**config.mk**
```make
export PLATFORM = sky130hd
export DESIGN_NAME = rr_mux_stage
export DESIGN_NICKNAME = d
export VERILOG_FILES = /design/src/rtl/rr_mux_stage_pkg.sv /design/src/rtl/rr_arbiter.sv /design/src/rtl/rr_mux_stage.sv
export SDC_FILE = /design/constraint.sdc
export NUM_CORES = 1
export LEC_CHECK = 0
export ABC_AREA = 1
export CAP_MARGIN = 20
export CORE_MARGIN = 2
export CORE_UTILIZATION = 41
export CTS_BUF_LIST = sky130_fd_sc_hd__clkbuf_8
export CTS_CLUSTER_DIAMETER = 30
export DETAILED_ROUTE_END_ITERATION = 10
export GPL_ROUTABILITY_DRIVEN = 0
export PLACE_DENSITY = 0.83
export SYNTH_ARGS = -nofsm -noshare
export SYNTH_HDL_FRONTEND = slang
export SYNTH_HIERARCHICAL = 1
export SYNTH_SLANG_ARGS = --single-unit
```
**constraint.sdc**
```tcl
create_clock -name clk -period 2.4 [get_ports clk]
set_input_delay 0.72 -clock clk [delete_from_list [all_inputs] [get_ports clk]]
set_output_delay 0.72 -clock clk [all_outputs]
set_load 0.005 [all_outputs]
```
**src/rtl/rr_mux_stage_pkg.sv**
```systemverilog
// Shared definitions for the N:1 arbitrated mux stage: arbitration mode
// encodings, default data width and a small index helper.
package rr_mux_stage_pkg;

  localparam int ARB_RR    = 0;
  localparam int ARB_FIXED = 1;
  localparam int DEF_WIDTH = 16;

  function automatic int wrap_inc(input int idx, input int n);
    return (idx + 1 >= n) ? 0 : idx + 1;
  endfunction

endpackage

```
**src/rtl/rr_arbiter.sv**
```systemverilog
// N-way arbiter: round-robin from an owned pointer, or fixed lowest-index
// priority. Produces a one-hot grant and its binary index.
module rr_arbiter
  import rr_mux_stage_pkg::*;
#(
  parameter int N    = 2,
  parameter int MODE = ARB_RR,
  localparam int SW  = $clog2(N)
) (
  input  logic          clk,
  input  logic          reset,
  input  logic [N-1:0]  req,
  input  logic          advance,
  output logic [N-1:0]  grant,
  output logic [SW-1:0] grant_idx
);

  logic [SW-1:0] ptr;
  logic [SW-1:0] idx;
  logic          found;
  int            sum;

  // Search starts at ptr and wraps; in fixed mode ptr stays 0, so the same
  // search degenerates to lowest-index-wins.
  always_comb begin
    grant     = '0;
    grant_idx = '0;
    found     = 1'b0;
    idx       = '0;
    sum       = 0;
    for (int k = 0; k < N; k++) begin
      sum = int'(ptr) + k;
      if (sum >= N) sum = sum - N;
      idx = SW'(sum);
      if (!found && req[idx]) begin
        found      = 1'b1;
        grant[idx] = 1'b1;
        grant_idx  = idx;
      end
    end
  end

  always_ff @(posedge clk) begin
    if (reset)
      ptr <= '0;
    else if (MODE == ARB_RR && advance)
      ptr <= SW'(wrap_inc(int'(grant_idx), N));
  end

endmodule

```
**src/rtl/rr_mux_stage.sv**
```systemverilog
// N:1 valid/ready mux with built-in arbitration and a registered output
// slot; accepts a new beat whenever the slot is empty or being drained.
module rr_mux_stage
  import rr_mux_stage_pkg::*;
#(
  parameter int N     = 2,
  parameter int WIDTH = DEF_WIDTH,
  parameter int MODE  = ARB_RR,
  localparam int SW   = $clog2(N)
) (
  input  logic               clk,
  input  logic               reset,
  input  logic [N-1:0]       in_valid,
  input  logic [N*WIDTH-1:0] in_data,
  output logic [N-1:0]       in_ready,
  output logic               out_valid,
  output logic [WIDTH-1:0]   out_data,
  output logic [SW-1:0]      out_src,
  input  logic               out_ready
);

  logic [N-1:0]     grant;
  logic [SW-1:0]    grant_idx;
  logic             free;
  logic             transfer;
  logic [WIDTH-1:0] mux_data;

  assign free     = !out_valid || out_ready;
  assign in_ready = (free && !reset) ? grant : '0;
  assign transfer = |in_ready;

  rr_arbiter #(
    .N    (N),
    .MODE (MODE)
  ) u_arb (
    .clk       (clk),
    .reset     (reset),
    .req       (in_valid),
    .advance   (transfer),
    .grant     (grant),
    .grant_idx (grant_idx)
  );

  always_comb begin
    mux_data = '0;
    for (int i = 0; i < N; i++)
      mux_data = mux_data | (in_data[i*WIDTH +: WIDTH] & {WIDTH{grant[i]}});
  end

  // Pop and reload in the same cycle simply reloads; no bubble.
  always_ff @(posedge clk) begin
    if (reset) begin
      out_valid <= 1'b0;
      out_data  <= '0;
      out_src   <= '0;
    end else if (transfer) begin
      out_valid <= 1'b1;
      out_data  <= mux_data;
      out_src   <= grant_idx;
    end else if (free) begin
      out_valid <= 1'b0;
    end
  end

endmodule

```
==> flow_summary_export.csv, run 1 <==
group,metric,value,unit
cts,clk_pin_slew_worst_paths,0.07,ns
timing,layout_min_cycle_time,2.35,ns
yosys,yosysWarnings,6,
grt,grt_pass1_vias,1242,
yosys,ys_types,17,
outcome,run_status,"finished clean",
yosys,synth_most_common_cell,"nand2_1",
placed_design,dpl.hpwl,2.11,mm
cts,cts_root_buffer,"clkbuf_8",
setup_path,worstSetupPathType,"in -> out",
placed_design,io_buffers,56,
grt,antenna_found_initial,0,
power,peakVddDrop,469,uV
drt,drc,0,
setup_path,arrival,1.63,ns
power,powerDensity,491,nW/um^2
yosys,synth_edf_count,0,
cts,clockBufferDepth,2,
flow_run,cap_violations,0,
final_layout,post-route-util,71.5,%
placed_design,place_ws,-0.468,ns
cts,postCtsHoldBufs,0,
timing,min_period_over_period,97.7,%
cts,cts_sinks,19,
yosys,syn_avg_cell_area,6.17,sq um
timing,hold_ws,0.551,ns
timing,max-slew-margin-rel,74.9,%
die,initial_core_util,44.2,%
yosys,ys_async_sr_fraction,0,%
timing,worst_slew_pin_slew,0.375,ns
die,die_area,3160,sq um
yosys,syn_area,1120,sq um
timing,final_hold_viol_count,0,
yosys,synth.yosys.seq_area_share,34.1,%
die,die_w,56.2,microns
yosys,synth_area_leaders,"dfxtp_1 34%, nand2_1 22%, nor2_1 12%, nand3_1 8.1%, inv_1 7.4%",
timing,drv_slew,0,
drt,postRouteAntennaNets,0,
cts,cts_tree,"done",
timing,rsz0062_at_grt,"no",
final_layout,n_antenna_cell,0,
setup_path,path_max_fanout,2,
setup_path,cp_top_family,"buffers and inverters",
placed_design,placed_area,1720,sq um
power,p_leak,0.925,nW
die,die_h,56.2,microns
yosys,yosys_most_used_dff,"dfxtp_1",
cts,clkLatencyLatePin,0.26,ns
final_layout,nNetsFinal,282,
timing,setup_viol_count_final,0,
cts,htreeDepth,1,
grt,gr-total-overflow,0,
min_path,hold_class,"reg -> reg",
grt,grt.total_usage,21.0,%
timing,setup_slack,0.0541,ns
grt,grt_max_degree,18,
setup_path,cp.required,1.68,ns
setup_path,slowest_delay,0.47,ns
drt,wl,3.08,mm
drt,vias_per_cell,4.55,
timing,max_freq,0.426,GHz
yosys,syn_nets,218,
cts,cts_buffers,3,
die,placementRows,18,
setup_path,setup.worst_path.end_class,"output pin",
yosys,post-synth-top-area-cell,"dfxtp_1",
setup_path,path_buf_inv,4,
drt,vias,1246,
drt,wl_per_cell,11.3,microns
yosys,ys_top_cells_by_count,"66 x nand2_1, 36 x nor2_1, 22 x inv_1",
yosys,synth_seq_cells,19,
die,core,2520,sq um
final_layout,drive_above_1_share,11.1,%
final_layout,design_area,1800,sq um
setup_path,worstSetupStartpointType,"input port",
drt,drt_pass1_iterations,4,
die,ios,57,
grt,grt_pass1_wl,5.29,mm
setup_path,slowest_stage,"clkdlybuf4s50_1",
drt,drt_iter0_drc,24,
yosys,synth.top_cell.area_share,34.1,%
setup_path,crit_chain,"clkdlybuf4s50_1, inv_2, nand2_4, nand3_4, inv_1, clkdlybuf4s15_1",
yosys,synthCells,181,
final_layout,area_growth_syn_to_layout,61.7,%
timing,clock_skew,0.00257,ns
==> path summary, 6_finish.rpt <==
path                                          startpoint                       end  slack (ns)  cells past startpoint
worst max-delay path                           out_ready               in_ready[0]        0.05                      6
worst min-delay path            out_data[8]$_SDFFE_PP0P_  out_data[8]$_SDFFE_PP0P_        0.55                      4
worst max register to register                 flip-flop  out_data[3]$_SDFFE_PP0P_        0.81                      7
worst min register to register  out_data[8]$_SDFFE_PP0P_  out_data[8]$_SDFFE_PP0P_        0.55                      4
==> tightest hold or removal path: stages (launching register included) <==
cell     delay [ns]
dfxtp_1        0.31
inv_1          0.05
nand3_1        0.07
nand2_1        0.06
nor2_1         0.03
==> metrics by stage <==
stage / instances / power [mW] / setup TNS [ns]
final: 274 / 0.887 / 0
after global routing: 274 / 0.940 / 0
after CTS: 274 / 0.890 / 0
after detailed placement: 267 / 0.663 / -0.970
after global placement: 267 / 0.657 / -0.921
after floorplan: 181 / 0.511 / 0
==> layout make-up <==
type | instances | area, sq um
repair buffers | 68 | 654
inverters | 24 | 90.1
clock inverters | 1 | 3.75
fillers | 214 | 718
well taps | 30 | 37.5
flip-flops and latches | 19 | 380
multi-input cells | 129 | 597
clock buffers | 3 | 41.3
==> repair_timing <==
action | in CTS | in global routing
cloned | 0 | 0
buffers inserted | 3 | 0
resized for setup | 13 | 3
endpoints found under the setup margin | 2 | 1
==> cell usage in the layout (no fill, tap or decap) <==
| cell type | n |
|---|---|
| a21boi_0 | 1 |
| a21boi_4 | 2 |
| a21oi_1 | 1 |
| buf_12 | 1 |
| buf_2 | 1 |
| buf_4 | 10 |
| buf_6 | 1 |
| clkbuf_2 | 1 |
| clkbuf_8 | 3 |
| clkdlybuf4s15_1 | 1 |
| clkdlybuf4s50_1 | 51 |
| dfxtp_1 | 19 |
| dlygate4sd2_1 | 2 |
| inv_1 | 22 |
| inv_2 | 3 |
| nand2_1 | 66 |
| nand2_2 | 1 |
| nand2_4 | 1 |
| nand3_1 | 18 |
| nand3_4 | 2 |
| nor2_1 | 36 |
| o211ai_4 | 1 |
==> power breakdown <==
group	switching (mW)	internal [mW]	total (mW)
Combinational	0.130	0.169	0.300
Clock	0.108	0.114	0.222
Sequential	0.0184	0.347	0.365
==> sequential cells by signal (all words and copies together), names as in the netlist, named ones only <==
name,cells
out_data,16
out_src,1
out_valid,1
==> logic make-up (layout without fill, tap and decap cells) <==
family / after synthesis / in the layout / synth area share [%]
AND/OR/NAND/NOR: 124 / 124 / 46.4
buffers and inverters: 33 / 96 / 15.1
flip-flops: 19 / 19 / 34.1
AO/OA/AOI/OAI: 5 / 5 / 4.37
==> layer usage <==
layer | track usage, % | wire length (microns) | vias to the layer above
met5 | 0 | 0 | -
met4 | 10.5 | 108 | 0
met3 | 4.19 | 203 | 11
met2 | 36.5 | 1380 | 48
met1 | 24.2 | 1400 | 519
li1 | - | - | 668
Power figures use the tool's default switching activity.
==> inputs of run 2 (changes only) <==
Settings changed: CORE_ASPECT_RATIO set to 0.75, PLACE_DENSITY 0.83 to unset, PLACE_DENSITY_LB_ADDON set to 0.2.
==> flow_summary_export.csv, run 2 (synthesis results as in run 1) <==
group,metric,value,unit
timing,clock_skew,0.00460,ns
cts,cts_sinks,19,
drt,wl,2.86,mm
cts,cts_buffers,3,
drt,vias_per_cell,4.42,
final_layout,largest_register_ffs,16,
final_layout,final_cell_mix,"66 x nand2_1, 52 x clkdlybuf4s50_1, 36 x nor2_1",
setup_path,path_buf_inv,4,
timing,worst_slew_pin_slew,0.210,ns
final_layout,area_growth_syn_to_layout,58.6,%
placed_design,placed_area,1720,sq um
flow_run,cap_violations,0,
power,p_leak,0.903,nW
setup_path,cp_top_family,"buffers and inverters",
die,die_w,64.2,microns
timing,max_freq,0.427,GHz
timing,rsz0062_at_grt,"no",
die,core,2600,sq um
power,pwr-share-comb,33.2,%
power,total_power,0.870,mW
final_layout,max_flop_register,"out_data",
power,p_switching,0.246,mW
drt,drt_pass1_iterations,4,
grt,gr-total-overflow,0,
grt,grt.total_usage,19.9,%
placed_design,io_buffers,56,
cts,postCtsHoldBufs,0,
timing,drv_slew,0,
setup_path,worstSetupStartpointType,"input port",
power,powerDensity,491,nW/um^2
setup_path,slowest_stage,"clkdlybuf4s50_1",
placed_design,place_ws,-0.447,ns
final_layout,n_antenna_cell,0,
final_layout,final_common_cell,"nand2_1",
die,die_h,49.2,microns
setup_path,slowest_delay,0.45,ns
cts,clkLatencyLatePin,0.26,ns
drt,drc,0,
timing,final.setup.tns,0,ns
power,p_clk_share,25.1,%
cts,cts_root_buffer,"clkbuf_8",
setup_path,cp.required,1.68,ns
power,peakVddDrop,350,uV
timing,max-slew-margin-rel,85.9,%
grt,grt_pass1_vias,1165,
grt,grt_max_degree,19,
min_path,hold_class,"reg -> reg",
final_layout,nNetsFinal,280,
setup_path,setup.worst_path.end_class,"output pin",
setup_path,arrival,1.62,ns
grt,antenna_found_initial,0,
setup_path,worstSetupPathType,"in -> out",
final_layout,drive_above_1_share,9.50,%
die,initial_core_util,42.9,%
die,ios,57,
setup_path,path_max_fanout,3,
drt,vias,1229,
drt,wl_per_cell,10.3,microns
power,p_seq_share,41.7,%
final_layout,reg.largest.list,"out_data (16), out_src (1), out_valid (1)",
outcome,run_status,"finished clean",
timing,layout_min_cycle_time,2.34,ns
cts,htreeDepth,1,
timing,setup_slack,0.0596,ns
timing,setup_viol_count_final,0,
power,swShare,28.3,%
drt,drt_iter0_drc,46,
final_layout,design_area,1770,sq um
power,p_int,0.624,mW
die,die_area,3160,sq um
drt,postRouteAntennaNets,0,
setup_path,crit_chain,"clkdlybuf4s50_1, inv_1, nand2_4, nand3_4, inv_1, clkdlybuf4s15_1",
cts,clockBufferDepth,2,
cts,clk_pin_slew_worst_paths,0.07,ns
die,placementRows,16,
placed_design,dpl.hpwl,2.08,mm
cts,cts_tree,"done",
timing,final_hold_viol_count,0,
grt,grt_pass1_wl,5.00,mm
timing,min_period_over_period,97.5,%
final_layout,fillCellCount,254,
setup_path,path_common_cell,"inv_1",
run 2: final timing paths:
| kind | slack [ns] | startpoint | to | cells after the start |
|---|---|---|---|---|
| worst min register to register | 0.55 | out_data[13]$_SDFFE_PP0P_ | out_data[13]$_SDFFE_PP0P_ | 4 |
| worst max-delay path | 0.06 | out_ready | in_ready[1] | 6 |
| worst max register to register | 0.94 | flip-flop | out_data[14]$_SDFFE_PP0P_ | 7 |
| worst min-delay path | 0.55 | out_data[13]$_SDFFE_PP0P_ | out_data[13]$_SDFFE_PP0P_ | 4 |
run 2: metal layers:
metal | share of wire [%] | up-vias | global-route usage (%)
met3 | 8.3 | 2 | 6.93
met5 | 0 | - | 0
met1 | 48 | 534 | 24.6
met2 | 43 | 33 | 33.9
met4 | 0.45 | 0 | 3.55
li1 | - | 660 | -
run 2: power groups by stage:
stage | Clock (mW) | Sequential [mW] | Combinational [mW]
after floorplan | 0 | 0.372 | 0.138
after global placement | 0 | 0.369 | 0.285
after detailed placement | 0 | 0.370 | 0.289
after CTS | 0.219 | 0.363 | 0.291
after global routing | 0.230 | 0.366 | 0.325
final | 0.219 | 0.363 | 0.289
run 2: cell type report:
type	instances	area, sq um	share of cell area [%]
multi-input combinational	129	582	32.9
inverter	24	90.1	5.09
tap	36	45.0	2.54
timing repair buffer	66	628	35.5
sequential	19	380	21.5
clock buffer	3	41.3	2.33
clock inverter	1	3.75	0.212
run 2: metrics by stage:
step	utilization [%]	cells	hold WS, ns
floorplan	-	181	0.536
global placement	66.0	273	0.531
detailed placement	66.0	273	0.536
CTS	68.1	278	0.548
global route	68.0	278	0.585
finish	68.0	278	0.547
run 2: timing repair:
action                     4_1_cts  5_1_grt
resized for setup                5        3
buffers inserted                 1        0
setup endpoints to repair        2        2
run 2: worst min-delay path: cells and delay by family, from the launching register on:
| kind | cells | cell delay [ns] |
|---|---|---|
| flip-flops | 1 | 0.31 |
| AND/OR/NAND/NOR | 3 | 0.15 |
| buffers and inverters | 1 | 0.05 |
==> inputs of run 3 (changes only) <==
Settings changed: CORE_MARGIN 2 to unset, CORE_UTILIZATION 41 to 44, RECOVER_POWER set to 50.
Clock period 2.4 ns to 3 ns, I/O delays scaled along.
==> flow_summary_export.csv, run 3 (synthesis results as in run 1) <==
group,metric,value,unit
outcome,run_status,"finished clean",
setup_path,r2r_cells,9,
setup_path,arrival,1.88,ns
die,die_h,45.6,microns
final_layout,max_flop_register,"out_data",
timing,setup_viol_count_final,0,
grt,grt_max_degree,20,
power,swShare,29.6,%
timing,worst_slew_pin_slew,0.845,ns
placed_design,placed_area,1700,sq um
die,initial_core_util,47.6,%
timing,setup_slack,0.215,ns
power,p_seq_share,41.8,%
timing,max_freq,0.359,GHz
drt,drt_iter0_drc,30,
power,p_leak,0.946,nW
timing,hold_ws,0.542,ns
drt,vias_per_cell,4.62,
final_layout,final_common_cell,"nand2_1",
power,pwr-share-comb,31.9,%
placed_design,place_ws,-0.360,ns
power,p_int,0.488,mW
power,peakVddDrop,328,uV
power,total_power,0.694,mW
die,placementRows,15,
final_layout,fillCellCount,200,
grt,gr-total-overflow,0,
timing,drv_slew,0,
setup_path,cp.required,2.10,ns
grt,grt.total_usage,23.5,%
drt,wl,3.10,mm
placed_design,placed_cells,269,
final_layout,largest_register_ffs,16,
setup_path,worst-r2r-setup-slack,0.96,ns
cts,postCtsHoldBufs,0,
drt,drt_pass1_iterations,4,
cts,clk_pin_slew_worst_paths,0.07,ns
die,die_w,60.2,microns
grt,grt_pass1_vias,1134,
setup_path,worstSetupPathType,"in -> out",
cts,clkLatencyLatePin,0.26,ns
final_layout,final_cell_mix,"66 x nand2_1, 36 x nor2_1, 34 x clkdlybuf4s50_1",
final_layout,reg.largest.list,"out_data (16), out_src (1), out_valid (1)",
final_layout,nNetsFinal,278,
timing,final_hold_viol_count,0,
die,die_area,2740,sq um
grt,antenna_found_initial,0,
setup_path,worstSetupStartpoint,"out_ready",
power,p_clk_share,26.3,%
drt,postRouteAntennaNets,0,
setup_path,setup.worst_path.end_class,"output pin",
cts,cts_sinks,19,
cts,clockBufferDepth,2,
final_layout,drive_above_1_share,8.33,%
final_layout,n_antenna_cell,0,
timing,clock_skew,0.000576,ns
power,p_switching,0.205,mW
setup_path,worstSetupStartpointType,"input port",
min_path,hold_class,"reg -> reg",
drt,vias,1265,
drt,drc,0,
final_layout,area_growth_syn_to_layout,57.3,%
cts,cts_root_buffer,"clkbuf_8",
flow_run,cap_violations,0,
cts,cts_tree,"done",
placed_design,dpl.hpwl,2.23,mm
grt,grt_pass1_wl,4.76,mm
drt,wl_per_cell,11.3,microns
timing,rsz0062_at_grt,"no",
cts,htreeDepth,1,
timing,layout_min_cycle_time,2.78,ns
final_layout,finalNonFillerCells,274,
cts,cts_buffers,3,
timing,min_period_over_period,92.8,%
setup_path,path_max_fanout,4,
power,powerDensity,395,nW/um^2
timing,max-slew-margin-rel,43.5,%
placed_design,io_buffers,56,
die,core,2350,sq um
setup_path,endpoint,"in_ready[0]",
die,ios,57,
final_layout,design_area,1760,sq um
## run 3: cell types whose count changed in the layout (fill, tap and decap cells not counted), sizes merged
cell	delta
dlygate4sd2	+1
clkdlybuf4s50	-18
dlygate4sd3	+18
clkbuf	-1
buf	-2
## run 3: worst min path at each step
stage | endpoint | slack, ns | start | depth (start not counted)
2_1_floorplan | out_data[0]$_SDFFE_PP0P_ | 0.54 | out_data[0]$_SDFFE_PP0P_ | 4
3_3_place_gp | out_data[10]$_SDFFE_PP0P_ | 0.53 | out_data[10]$_SDFFE_PP0P_ | 4
3_5_place_dp | out_data[10]$_SDFFE_PP0P_ | 0.53 | out_data[10]$_SDFFE_PP0P_ | 4
4_1_cts | out_data[10]$_SDFFE_PP0P_ | 0.55 | out_data[10]$_SDFFE_PP0P_ | 4
5_1_grt | out_data[14]$_SDFFE_PP0P_ | 0.57 | out_data[14]$_SDFFE_PP0P_ | 4
6_report | out_data[10]$_SDFFE_PP0P_ | 0.54 | out_data[10]$_SDFFE_PP0P_ | 4
## run 3: final cells by class
| type | instances | area, sq um | share of cell area, % |
|---|---|---|---|
| Clock buffer | 3 | 41.3 | 2.35 |
| Sequential cell | 19 | 380 | 21.7 |
| Clock inverter | 1 | 3.75 | 0.214 |
| Tap cell | 34 | 42.5 | 2.42 |
| Timing Repair Buffer | 64 | 617 | 35.1 |
| Inverter | 24 | 90.1 | 5.13 |
| Multi-Input combinational cell | 129 | 581 | 33.1 |
## run 3: power by group through the flow
stage | logic, mW | registers, mW | clock network (mW)
after CTS | 0.231 | 0.291 | 0.188
after global placement | 0.221 | 0.296 | 0
after global routing | 0.245 | 0.293 | 0.192
after floorplan | 0.111 | 0.298 | 0
final | 0.221 | 0.290 | 0.182
after detailed placement | 0.228 | 0.297 | 0
## run 3: timing repair
action,in CTS,in global routing
hold endpoints to repair,0,0
buffers inserted,1,0
endpoints found under the setup margin,2,0
gates resized for setup,8,0
## run 3: metal layers
| metal | wire [microns] | vias up | global-route usage (%) |
|---|---|---|---|
| met5 | 0 | - | 0 |
| met4 | 19 | 0 | 4.19 |
| met3 | 151 | 4 | 5.97 |
| met2 | 1560 | 36 | 44.4 |
| met1 | 1370 | 569 | 26.9 |
| li1 | - | 656 | - |
## run 3: worst max-delay path, stage by stage
cell and delay (ns):
clkdlybuf4s50_1 0.45, inv_1 0.06, nand2_4 0.09, nand3_2 0.09, inv_1 0.08, dlygate4sd2_1 0.23
## run 3: per-stage QoR
stage,setup TNS (ns),utilization [%]
final,0,74.8
after global routing,0,74.8
after global placement,-0.500,72.3
after detailed placement,-0.575,72.3
after floorplan,0,-
after CTS,0,75.2
